--- config.mk ---
export PLATFORM = sky130hd
export DESIGN_NAME = uart_rx_fifo
export DESIGN_NICKNAME = d
export VERILOG_FILES = /design/src/rtl/uart_rx_fifo.sv
export SDC_FILE = /design/constraint.sdc
export NUM_CORES = 1
export LEC_CHECK = 0
export CORE_MARGIN = 1
export CORE_UTILIZATION = 60
export CTS_CLUSTER_DIAMETER = 80
export DETAILED_ROUTE_END_ITERATION = 8
export PLACE_DENSITY = 0.85
export SYNTH_ARGS = -nofsm -noshare
export SYNTH_HDL_FRONTEND = slang
export SYNTH_SLANG_ARGS = --single-unit
--- constraint.sdc ---
create_clock -name clk -period 10.4 [get_ports clk]
set_input_delay 2.08 -clock clk [delete_from_list [all_inputs] [get_ports clk]]
set_output_delay 2.08 -clock clk [all_outputs]
set_load 0.05 [all_outputs]
--- src/rtl/uart_rx_fifo.sv ---
`default_nettype none
// ============================================================================
// Module      : uart_rx_fifo
// Description : Receive FIFO sitting between a UART core receive side
//               (dv/q/rd handshake) and one CPU IO chip-select slot.
//               Received bytes are drained automatically into a 2**DEPTH_LOG2
//               deep buffer. The CPU pops bytes from DATA, reads occupancy
//               and flags from STATUS, and sets threshold / interrupt enable /
//               flush / overflow-clear through CONTROL. A registered level
//               interrupt fires when the fill level reaches the threshold.
// Ports       : clk    - system clock, rising edge
//               reset  - asynchronous, active-high reset
//               u_dv   - UART received-data-valid
//               u_q    - UART received byte
//               u_rd   - one-cycle read acknowledge back to the UART
//               cs     - IO chip-select
//               addr   - word offset: 0 DATA, 1 STATUS, 2 CONTROL, 3 reserved
//               mwe    - byte write strobes, 4'b0000 = read
//               wdata  - CPU write data
//               rdata  - combinational read data
//               irq    - level interrupt request
// Revision    : 1.0 - initial release
// ============================================================================
module uart_rx_fifo #(
    parameter int DEPTH_LOG2 = 4
) (
    input  logic        clk,
    input  logic        reset,
    input  logic        u_dv,
    input  logic [7:0]  u_q,
    output logic        u_rd,
    input  logic        cs,
    input  logic [1:0]  addr,
    input  logic [3:0]  mwe,
    input  logic [31:0] wdata,
    output logic [31:0] rdata,
    output logic        irq
);

    localparam int                  c_DEPTH     = 2 ** DEPTH_LOG2;
    localparam logic [DEPTH_LOG2:0] c_DEPTH_CNT = (DEPTH_LOG2 + 1)'(c_DEPTH);
    // Threshold register is 5 bits wide; saturate the clamp value to fit.
    localparam logic [4:0]          c_THR_MAX   = (c_DEPTH > 31) ? 5'd31 : 5'(c_DEPTH);

    localparam logic [1:0] c_ADDR_DATA   = 2'd0;
    localparam logic [1:0] c_ADDR_STATUS = 2'd1;
    localparam logic [1:0] c_ADDR_CTRL   = 2'd2;

    // Storage and state
    logic [7:0]            r_mem [c_DEPTH];
    logic [DEPTH_LOG2-1:0] r_wr_ptr;
    logic [DEPTH_LOG2-1:0] r_rd_ptr;
    logic [DEPTH_LOG2:0]   r_count;
    logic                  r_ovf;
    logic [4:0]            r_thr;
    logic                  r_ien;
    logic                  r_u_rd;
    logic                  r_guard;
    logic                  r_prev_read;
    logic                  r_irq;

    // Decoded strobes
    logic                  w_read;
    logic                  w_pop_req;
    logic                  w_ctrl_wr;
    logic                  w_flush;
    logic                  w_ovf_clr;
    logic                  w_capture;
    logic                  w_empty;
    logic                  w_full;
    logic                  w_pop;
    logic                  w_push;
    logic                  w_overflow;
    logic [DEPTH_LOG2:0]   w_count_next;
    logic                  w_ovf_next;
    logic [4:0]            w_thr_wr;
    logic                  w_irq_next;
    logic                  w_unused_bits;

    assign w_empty   = (r_count == '0);
    assign w_full    = (r_count == c_DEPTH_CNT);

    assign w_read    = cs & (addr == c_ADDR_DATA) & (mwe == 4'b0000);
    // Only the first cycle of a (possibly stretched) bus read pops.
    assign w_pop_req = w_read & ~r_prev_read;

    assign w_ctrl_wr = cs & (addr == c_ADDR_CTRL) & mwe[0];
    assign w_flush   = w_ctrl_wr & mwe[1] & wdata[9];
    assign w_ovf_clr = w_ctrl_wr & mwe[1] & wdata[10];

    // The UART keeps dv high until it sees our ack, so the ack cycle itself
    // and the cycle after it must not be taken as a new byte.
    assign w_capture = u_dv & ~r_u_rd & ~r_guard;

    // A flush wins over everything queued in the same cycle.
    assign w_pop      = w_pop_req & ~w_empty & ~w_flush;
    // When full, a same-cycle pop frees the slot the push needs.
    assign w_push     = w_capture & (~w_full | w_pop) & ~w_flush;
    assign w_overflow = w_capture & w_full & ~w_pop & ~w_flush;

    always_comb begin
        w_count_next = r_count;
        if (w_flush) begin
            w_count_next = '0;
        end else begin
            case ({w_push, w_pop})
                2'b10:   w_count_next = r_count + 1'b1;
                2'b01:   w_count_next = r_count - 1'b1;
                default: w_count_next = r_count;
            endcase
        end
    end

    // Overflow set has priority over a same-cycle clear request.
    always_comb begin
        w_ovf_next = r_ovf;
        if (w_overflow) begin
            w_ovf_next = 1'b1;
        end else if (w_ovf_clr) begin
            w_ovf_next = 1'b0;
        end
    end

    // Threshold of zero would make the interrupt meaningless; treat it as 1.
    always_comb begin
        w_thr_wr = wdata[4:0];
        if (wdata[4:0] == 5'd0) begin
            w_thr_wr = 5'd1;
        end else if (32'(wdata[4:0]) > 32'(c_DEPTH)) begin
            w_thr_wr = c_THR_MAX;
        end
    end

    assign w_irq_next = r_ien & (32'(w_count_next) >= 32'(r_thr));

    always_ff @(posedge clk or posedge reset) begin
        if (reset) begin
            r_wr_ptr    <= '0;
            r_rd_ptr    <= '0;
            r_count     <= '0;
            r_ovf       <= 1'b0;
            r_thr       <= 5'd1;
            r_ien       <= 1'b0;
            r_u_rd      <= 1'b0;
            r_guard     <= 1'b0;
            r_prev_read <= 1'b0;
            r_irq       <= 1'b0;
        end else begin
            r_u_rd      <= w_capture;
            r_guard     <= r_u_rd;
            r_prev_read <= w_read;
            r_count     <= w_count_next;
            r_ovf       <= w_ovf_next;
            r_irq       <= w_irq_next;
            if (w_flush) begin
                r_wr_ptr <= '0;
                r_rd_ptr <= '0;
            end else begin
                if (w_push) begin
                    r_wr_ptr <= r_wr_ptr + 1'b1;
                end
                if (w_pop) begin
                    r_rd_ptr <= r_rd_ptr + 1'b1;
                end
            end
            if (w_ctrl_wr) begin
                r_thr <= w_thr_wr;
                if (mwe[1]) begin
                    r_ien <= wdata[8];
                end
            end
        end
    end

    // Storage needs no reset; occupancy is tracked by the pointers/count.
    always_ff @(posedge clk) begin
        if (w_push) begin
            r_mem[r_wr_ptr] <= u_q;
        end
    end

    always_comb begin
        rdata = '0;
        case (addr)
            c_ADDR_DATA: begin
                if (!w_empty) begin
                    rdata[7:0] = r_mem[r_rd_ptr];
                end
            end
            c_ADDR_STATUS: begin
                rdata[8 +: DEPTH_LOG2 + 1] = r_count;
                rdata[2]                   = r_ovf;
                rdata[1]                   = w_full;
                rdata[0]                   = w_empty;
            end
            c_ADDR_CTRL: begin
                rdata[8]   = r_ien;
                rdata[4:0] = r_thr;
            end
            default: rdata = '0;
        endcase
    end

    assign u_rd = r_u_rd;
    assign irq  = r_irq;

    assign w_unused_bits = &{1'b0, wdata[31:11], wdata[7:5]};

endmodule
`default_nettype wire

==> key figures <==
Cells and area
  • ANT cells: 0
  • Fin nets: between 500 and 600
  • Layout cells sized above 1: ~18%
  • Area grow syn2layout: 14.39%

Die
  • Core Box Area: 10890 um^2
  • Die area: roughly 12000 um^2
  • Rows: 38
  • Chip Width: between 100 and 150 um
  • Initial Util: 62.05%
  • Die Ht: roughly 110 um
  • IO Count: 84

Setup path
  • R2R Path Start: r_count[0]
  • CP Launch Point: addr[0]
  • Critical Path Max Stage Delay: 0.82 ns
  • Crit path max fanout: 5
  • Setup CP Type: in2out
  • Largest delay share family, worst path: buffers and inverters
  • Crit path cell chain: clkdlybuf4s50_1 > inv_1 > ha_1 > a21bo_2 > inv_1 > o211ai_1 > a21oi_1 > clkdlybuf4s50_1
  • Crit. End Element: output port
  • CP required: ~8.3 ns
  • Crit path arrival time: around 4.5 ns
  • Worst reg2reg path depth: 14
  • Reg2Reg Setup Slack: roughly 6.5 ns
  • Worst setup SP type: primary input
  • Capture point of the worst reg-to-reg path: irq
  • Buf+Inv Stages, Crit Path: 4
  • Slowest-stage cell, CP: clkdlybuf4s50_1

Clock tree
  • CTS Sinks: 152
  • Post-CTS setup buffers: 0
  • Post_cts resized: 0
  • Hold-fix buffers, CTS: 0
  • Reg clk slew, reported paths: 0.06 ns
  • Clock buffer count from CTS: 17
  • CTS H-Tree Depth: 4
  • CTS tree: done
  • Clock Latency Late Sink: between 0.5 and 0.6 ns
  • Root buffer cell: clkbuf_8
  • Clock Path Buffers: 2

Power
  • Cell Pwr Density: 213.0 nW/um^2
  • Peak supply drop: 0.0001442 V
  • Leak: 2.638 nW

Timing
  • Worst-margin pin slew: between 1 and 1.5 ns
  • Clock Skew: 0.006989 ns
  • WHS: 0.4465 ns
  • Minimum clock period after layout: roughly 6.5 ns
  • RSZ-0062 raised after global routing: false
  • Final Cycle Share: 62.76%
  • Endpoints failing setup: 0
  • Pins Over Slew Limit: 0
  • F_max: around 150 MHz
  • Hold Fails Final Rpt: 0
  • Total negative setup slack: 0 ns
  • Max_slew headroom: around 8.5%

Yosys
  • Post-Syn Area: slightly below 7000 um^2
  • Synth Warn #: 0
  • #FFs+latches synth: ~150
  • Most frequent cells after synthesis: edfxtp_1 (128), mux4_2 (33), dfrtp_1 (23), buf_4 (21), inv_1 (20)
  • Mapped Avg Cell Area: approximately 17 um^2
  • Post-synth ARST share: 15.79%
  • Most common cell in the netlist: edfxtp_1
  • Sequential cell area fraction in the yosys report: between 60% and 70%
  • Yosys top cell by area: edfxtp_1
  • Top_reg_cell synth: edfxtp_1
  • EDFF count, synth: 128
  • Dominant cells by area after synthesis: edfxtp_1 (57%), mux4_2 (11%), dfrtp_1 (8.5%)
  • Yosys top cell area share: approximately 57%
  • Post-Synthesis Cells: 406
  • Distinct cells, synth: 53

Detailed routing
  • Routed length on met3: about 900 um
  • Max layer used: met4
  • Metal2 WL: around 7100 um
  • Met1 Wirelength: about 5200 um
  • DR vias: about 3700
  • DRT Pass-1 Iters: 5
  • Post-route ant nets: 0
  • DR iter-0 viols: around 430
  • Final wirelength: approximately 14000 um
  • Drt drc: 0
  • Vias/cell: 6.096
  • WL per Instance: 22.50 um

Worst hold path
  • Worst-case hold path end point: r_guard
  • Hold_sp: u_rd
  • Hold Path Class: reg2reg
  • Hold Path Depth: 0

Placement
  • Dpl hpwl: approximately 8300 um
  • Final GP Congestion: just over 0.8
  • Port Buffers: 40

Job
  • Max Cap Violations: 0

Global routing
  • GRT Total Usage: about 26%
  • Pin count of the biggest net entering global routing: 36
  • Gr ovfl total: 0
  • Vias in the first global route: 3708
  • First-pass GRT wire length: 20800 um
  • Initial antenna violation count: 0

Run status
  • Status: finished clean
-- cells by family after synthesis --
kind of cell | after synthesis | synth area share (%)
adder cells (fa/ha/maj) | 19 | 3.630
flip-flops | 152 | 65.80
other | 1 | 0.05550
buffers and inverters | 56 | 4.704
AND/OR/NAND/NOR | 83 | 7.444
XOR/XNOR | 7 | 0.9074
AO/OA/AOI/OAI | 44 | 4.759
multiplexers | 44 | 12.70
-- worst reg2reg max path, cell delays in order (launching register included) --
cell and delay, ns:
dfrtp_1 0.47, nor4_4 0.54, o311ai_4 0.28, nand3_4 0.21, ha_1 0.29, inv_1 0.11
fa_1 0.39, nor2b_1 0.15, o21ai_0 0.12, nor4b_1 0.17, or3_1 0.33, a21oi_1 0.23
ha_1 0.27, o21ai_0 0.17, a21oi_1 0.07
-- worst max path at each step --
stage               endpoint  slack [ns]  depth (start not counted)
floorplan           rdata[5]        4.64                          4
global placement    rdata[0]        3.92                          8
detailed placement  rdata[0]        3.87                          8
CTS                 rdata[0]        3.86                          8
global route        rdata[0]        3.73                          8
finish              rdata[1]        3.87                          8
-- layout by cell type, fill, tap and decap left out, drive strengths merged, types with 13 or more instances in the layout --
cell,count
edfxtp,128
clkbuf,18
conb,19
and2,13
dfrtp,23
clkdlybuf4s50,40
nand2,13
ha,18
inv,21
nor2,17
mux4,33
-- stage by stage --
step	instance area, um^2	setup WS [ns]	instances	util (%)	power [W]
after floorplan	6824	4.636	424	-	0.001019
after global placement	7203	3.920	574	66.16	0.001097
after detailed placement	7203	3.865	574	66.16	0.001112
after CTS	7729	3.861	605	70.98	0.001650
after global routing	7729	3.728	605	70.98	0.001708
final	7729	3.873	605	70.98	0.001647
-- where the power goes --
group / total, W / leakage (nW) / switching [W] / internal, W
clock network: 0.000541 / 0.246 / 0.000228 / 0.000313
logic: 0.000341 / 0.937 / 0.000203 / 0.000137
registers: 0.000765 / 1.46 / 0.0000490 / 0.000716
-- sequential cells by signal, indices dropped and copies added, names as in the netlist --
name and cells:
r_count 5, r_mem 128, irq 1, r_rd_ptr 4
r_ovf 1, r_thr 5, r_wr_ptr 4, r_prev_read 1
r_guard 1, u_rd 1, r_ien 1
-- layer usage --
layer / vias up / track usage (%)
li1: 1629 / -
met3: 34 / 6.872
met2: 165 / 45.22
met4: 0 / 9.589
met1: 1860 / 30.95
met5: - / 0
-- area by class of cell --
class	instances	area (um^2)
multi-input combinational	216	2061
timing repair buffer	46	445.4
clock inverter	13	107.6
inverter	20	75.07
sequential	152	4447
clock buffer	18	417.9
tap	140	175.2
fill	675	3159
Note: power is estimated with default switching activity, not from simulation.
